===== config.mk =====
export PLATFORM = sky130hd
export DESIGN_NAME = spike_network
export DESIGN_NICKNAME = d
export VERILOG_FILES = /design/src/rtl/spike_network.sv
export SDC_FILE = /design/constraint.sdc
export NUM_CORES = 1
export LEC_CHECK = 0
export ABC_AREA = 1
export BUFFER_PORTS_ARGS = -buffer_cell sky130_fd_sc_hd__buf_2
export CORE_AREA = 2 2 612 614
export DETAILED_ROUTE_END_ITERATION = 8
export DIE_AREA = 0 0 614 616
export PLACE_DENSITY_LB_ADDON = 0.1
export SETUP_SLACK_MARGIN = 0.2
export SLEW_MARGIN = 20
export SYNTH_ARGS = -nofsm -noshare
export SYNTH_HDL_FRONTEND = slang
export SYNTH_SLANG_ARGS = --single-unit

===== constraint.sdc =====
create_clock -name clk -period 8.8 [get_ports clk]
set_input_delay 0.88 -clock clk [delete_from_list [all_inputs] [get_ports clk]]
set_output_delay 0.88 -clock clk [all_outputs]
set_load 0.01 [all_outputs]

===== src/rtl/spike_network.sv =====
// Round-robin spike arbiter: once every neuron requests, scan one neuron per cycle from
// rr_ptr, broadcast the first firing neuron's {polarity, id}, then pulse networkDone.
module spike_network #(
   parameter int TEN_DATA_WIDTH  = 2,
   parameter int NUM_NEURON      = 512,
   parameter int NEURON_ID_WIDTH = 9
) (
   input  logic                                      clk,
   input  logic                                      reset_l,
   input  logic [NUM_NEURON-1:0]                     en_network,
   input  logic [NUM_NEURON*TEN_DATA_WIDTH-1:0]      spike_vec,
   output logic [TEN_DATA_WIDTH+NEURON_ID_WIDTH-1:0] spike_in,
   output logic                                      networkDone,
   output logic                                      busy,
   output logic                                      spike_err,
   output logic                                      abort_err
);

   localparam int SW = TEN_DATA_WIDTH + NEURON_ID_WIDTH;
   localparam logic [NEURON_ID_WIDTH-1:0] LAST_ID  = NEURON_ID_WIDTH'(NUM_NEURON - 1);
   localparam logic [NEURON_ID_WIDTH:0]   LAST_CNT = (NEURON_ID_WIDTH + 1)'(NUM_NEURON - 1);
   localparam logic [TEN_DATA_WIDTH-1:0]  POL_POS  = TEN_DATA_WIDTH'(1);
   localparam logic [TEN_DATA_WIDTH-1:0]  POL_NEG  = TEN_DATA_WIDTH'(2);
   localparam logic [TEN_DATA_WIDTH-1:0]  POL_BAD  = TEN_DATA_WIDTH'(3);

   typedef enum logic [1:0] {IDLE, SCAN, DONE, RELEASE} state_t;

   state_t                             state_q, state_d;
   logic [NEURON_ID_WIDTH-1:0]         rr_ptr_q, rr_ptr_d;
   logic [NEURON_ID_WIDTH-1:0]         scan_ptr_q, scan_ptr_d, scan_nxt;
   logic [NEURON_ID_WIDTH:0]           scan_cnt_q, scan_cnt_d;
   logic [SW-1:0]                      spike_in_q, spike_in_d;
   logic                               spike_err_q, spike_err_d;
   logic                               abort_err_q, abort_err_d;
   logic [NUM_NEURON-1:0][TEN_DATA_WIDTH-1:0] spk;
   logic [TEN_DATA_WIDTH-1:0]          pol;
   logic                               all_req;

   assign spk      = spike_vec;
   assign pol      = spk[scan_ptr_q];
   assign all_req  = &en_network;
   // Wrap at NUM_NEURON, which need not be a power of two.
   assign scan_nxt = (scan_ptr_q == LAST_ID) ? '0 : scan_ptr_q + 1'b1;

   always_comb begin
      state_d     = state_q;
      rr_ptr_d    = rr_ptr_q;
      scan_ptr_d  = scan_ptr_q;
      scan_cnt_d  = scan_cnt_q;
      spike_in_d  = spike_in_q;
      spike_err_d = spike_err_q;
      abort_err_d = abort_err_q;
      case (state_q)
         IDLE: begin
            if (all_req) begin
               state_d    = SCAN;
               scan_ptr_d = rr_ptr_q;
               scan_cnt_d = '0;
            end
         end
         SCAN: begin
            // A dropped request outranks a hit found in the same cycle.
            if (!all_req) begin
               abort_err_d = 1'b1;
               state_d     = IDLE;
            end else if (pol == POL_POS || pol == POL_NEG) begin
               spike_in_d = {pol, scan_ptr_q};
               rr_ptr_d   = scan_nxt;
               state_d    = DONE;
            end else begin
               if (pol == POL_BAD) spike_err_d = 1'b1;
               scan_ptr_d = scan_nxt;
               scan_cnt_d = scan_cnt_q + 1'b1;
               if (scan_cnt_q == LAST_CNT) begin
                  spike_in_d = '0;
                  state_d    = DONE;
               end
            end
         end
         DONE:    state_d = RELEASE;
         RELEASE: if (!(|en_network)) state_d = IDLE;
         default: state_d = IDLE;
      endcase
   end

   always_ff @(posedge clk or negedge reset_l) begin
      if (!reset_l) begin
         state_q     <= IDLE;
         rr_ptr_q    <= '0;
         scan_ptr_q  <= '0;
         scan_cnt_q  <= '0;
         spike_in_q  <= '0;
         spike_err_q <= 1'b0;
         abort_err_q <= 1'b0;
      end else begin
         state_q     <= state_d;
         rr_ptr_q    <= rr_ptr_d;
         scan_ptr_q  <= scan_ptr_d;
         scan_cnt_q  <= scan_cnt_d;
         spike_in_q  <= spike_in_d;
         spike_err_q <= spike_err_d;
         abort_err_q <= abort_err_d;
      end
   end

   // Flags are pure decodes of the state register, so no input reaches an output combinationally.
   assign spike_in    = spike_in_q;
   assign networkDone = (state_q == DONE);
   assign busy        = (state_q != IDLE);
   assign spike_err   = spike_err_q;
   assign abort_err   = abort_err_q;

endmodule


==> summary.md <==
| Metric | Value |
|---|---|
| Std cell rows | `224` |
| Die X | `about 610 microns` |
| Largest net degree at the start of global routing | `151` |
| TritonCTS clock tree | `built` |
| Fin cells | `~11,000` |
| HP Class | `flop to flop` |
| Residual DRC count | `0` |
| Total Routing Usage GR | `between 10% and 20%` |
| Synth top area share | `a little over a third` |
| Most frequent cell after synthesis | `nand2_1` |
| Ports | `1,553` |
| DRT Pass-1 Iters | `5` |
| # resized after CTS | `0` |
| FF-to-FF path depth | `21` |
| Total of max-cap violations | `0` |
| Final wirelength | `approximately 250 mm` |
| Top FF cell, synth | `dfrtp_1` |
| Final hold violations | `0` |
| Tcrit/Tclk final | `67.0%` |
| Synth Register Bits | `43` |
| Layout net count | `7,392` |
| Worst-Margin Slew | `roughly 1.1 ns` |
| Worst-case clock buffer depth | `2` |
| H-tree depth | `2` |
| Vias per Instance | `about 3.2` |
| Die area | `between 300,000 and 400,000 sq um` |
| Synth Instances | `~4,500` |
| Mapped Nets | `6,023` |
| Setup bufs post-CTS | `0` |
| Crit path buffers/inverters | `5` |
| EDFF count, synth | `0` |
| Initial Util | `between 5 and 6%` |
| Setup TNS | `0 ns` |
| PwrDens | `around 36 nW/um^2` |
| Vias post-DR | `~35,000` |
| Total gr overflow | `0` |
| Share of cells above drive strength 1 | `approximately 28%` |
| Pleak | `approximately 16 nW` |
| Worst path cell trace | `buf_12 > buf_4 > nand3_1 > nand3_1 > nand2_1 > nand2_1 > nand2_1 > nor2_1 > nor2_1 > nor2_1 > nor2_1 > inv_1 > nand2_1 > nand2_1 > ha_1 > inv_1 > a21oi_1 > nand2_2 > clkinv_4 > nand2_1 > nand2_1` |
| CP top delay family | `simple AND/OR/NAND/NOR gates` |
| Total power | `about 1.2 mW` |
| First-pass GRT wire length | `around 330 mm` |
| Initial antenna violation count | `about 210` |
| Worst slew margin | `29.3%` |
| Max incr delay on CP | `between 0.8 and 0.9 ns` |
| Final Wtd Congestion | `0.853` |
| Cell taking the most area after synthesis | `nand2_1` |
| CP Capture Type | `flop` |
| Latest clock arrival within the worst-skew pair | `0.29 ns` |
| Height of the die | `roughly 620 microns` |
| Clock sinks | `43` |
| Peak VDD IR | `0.0559 mV` |
| Ys async rst share | `100%` |
| Clock-pin transition on the worst setup and hold timing paths | `about 0.070 ns` |
| Worst EP required | `approximately 9.0 ns` |
| Arr. time, crit path | `roughly 6 ns` |
| Dpl hpwl | `roughly 220 mm` |
| CP max-delay cell | `dfrtp_4` |
| CTS Hold Buffers Added | `0` |
| Starting DRC count in detailed routing | `between 1,500 and 2,000` |
| Clock skew | `approximately 0.0074 ns` |
| Netlist cell types | `39` |
| Post-synthesis sequential area ratio | `under 10%` |
| Routed length per instance | `roughly 23 microns` |
| Root buf cell | `clkbuf_16` |
| Critical path depth in cells | `21` |
| CP Launch Type | `flop` |
| Area grow syn2layout | `68.7%` |
| CTS Buf Count | `5` |
| RSZ-0062 raised after global routing | `false` |
| Final setup viols | `0` |
| Final min period | `just under 6 ns` |
| Worst hold margin | `~0.45 ns` |
| Post-Syn Area | `about 20,000 sq um` |
| Fmax | `0.170 GHz` |
| Placed Instances | `10,800` |
| PortBufs | `~1,600` |
| Top area cells in the synthesized netlist | `nand2_1 (36%), nand3_1 (18%), nor2_1 (17%)` |
| Core Box Area | `371,000 sq um` |
| Max Slew Vio Count | `0` |
| Ys Warns | `0` |
| Worst-path fanout max | `between 60 and 70` |
| Status | `finished, final reports clean` |
| Most frequent CP cell | `nand2_1` |
| Final antenna-violating net count | `0` |
| Hold depth | `1` |
| Vias in the first global route | `36,400` |
| Most instantiated cells after synthesis | `nand2_1 (1,879), nor2_1 (907), nand3_1 (726)` |
| Synthesized area per cell | `4.43 sq um` |
| Critical setup path kind | `flop to flop` |
sequential cells by signal (all words and copies together), names as in the netlist, named ones only:
signal / flops
state_q: 1
spike_err: 1
abort_err: 1
spike_in: 11
scan_cnt_q: 10
scan_ptr_q: 9
rr_ptr_q: 9
cell families after synthesis:
group,count (synthesis),synth area share [%]
compound gates,210,5.59
xor+xnor,6,0.265
fa+ha+maj,6,0.379
buf+inv,508,11.4
flops,43,5.43
simple gates,3706,77.0
cell type report:
class                      instances  area [sq um]
inverter                         279          1080
antenna                           77           193
tap                             4972          6220
sequential                        43          1090
timing repair buffer            1591          8190
fill                           45000        338000
clock inverter                     1          5.00
multi-input combinational       3928         16500
clock buffer                       7           143
where the power goes:
| part | internal (mW) | switching, mW | total [mW] |
|---|---|---|---|
| Sequential | 0.198 | 0 | 0.198 |
| Combinational | 0.354 | 0.469 | 0.823 |
| Clock | 0.113 | 0.0837 | 0.197 |
| Total | 0.664 | 0.553 | 1.22 |
through the flow:
stage,utilization [%],setup slack (ns),cell area (sq um)
after global placement,8.91,2.31,33100
after floorplan,-,5.75,19800
after detailed placement,8.92,2.42,33100
after global routing,8.99,2.38,33400
final,9.01,2.91,33500
after CTS,8.96,2.42,33300
per-layer routing:
layer  routed length (microns)  vias to the layer above  GRT usage (%)  part of all wire, %
met5                       953                        -              0                 0.37
li1                          -                    17100              -                    -
met4                      5000                      150           2.25                  2.0
met1                     85100                    15900           12.1                   33
met2                    148000                     1285           27.3                   58
met3                     15500                      358           2.71                  6.1
layout by cell type, fill, tap and decap left out, types with 5 or more instances in the layout:
cell type and n:
buf_4 29, nor4_1 26, clkbuf_16 5, nor3b_1 5, nand3_1 726, diode_2 77, dfrtp_1 38, nand2_1 1879
o21ai_1 39, o21ai_0 135, nand4_1 83, buf_2 1552, inv_1 269, buf_12 10, nor2_1 905, ha_1 6
o211ai_1 15, nor3_1 58, a21oi_1 12
path summary, 6_finish.rpt:
path	from	to	slack, ns
min in group asynchronous	reset_l	scan_cnt_q[6]$_DFFE_PN0P_	0.70
worst min-delay path	abort_err$_DFFE_PN0P_	abort_err$_DFFE_PN0P_	0.45
worst min register to register	abort_err$_DFFE_PN0P_	abort_err$_DFFE_PN0P_	0.45
worst max-delay path	scan_ptr_q[1]$_DFFE_PN0P_	scan_cnt_q[3]$_DFFE_PN0P_	2.91
max in group asynchronous	reset_l	scan_ptr_q[1]$_DFFE_PN0P_	7.62
worst max register to register	scan_ptr_q[1]$_DFFE_PN0P_	scan_cnt_q[3]$_DFFE_PN0P_	2.91
Note: power is estimated with default switching activity, not from simulation.
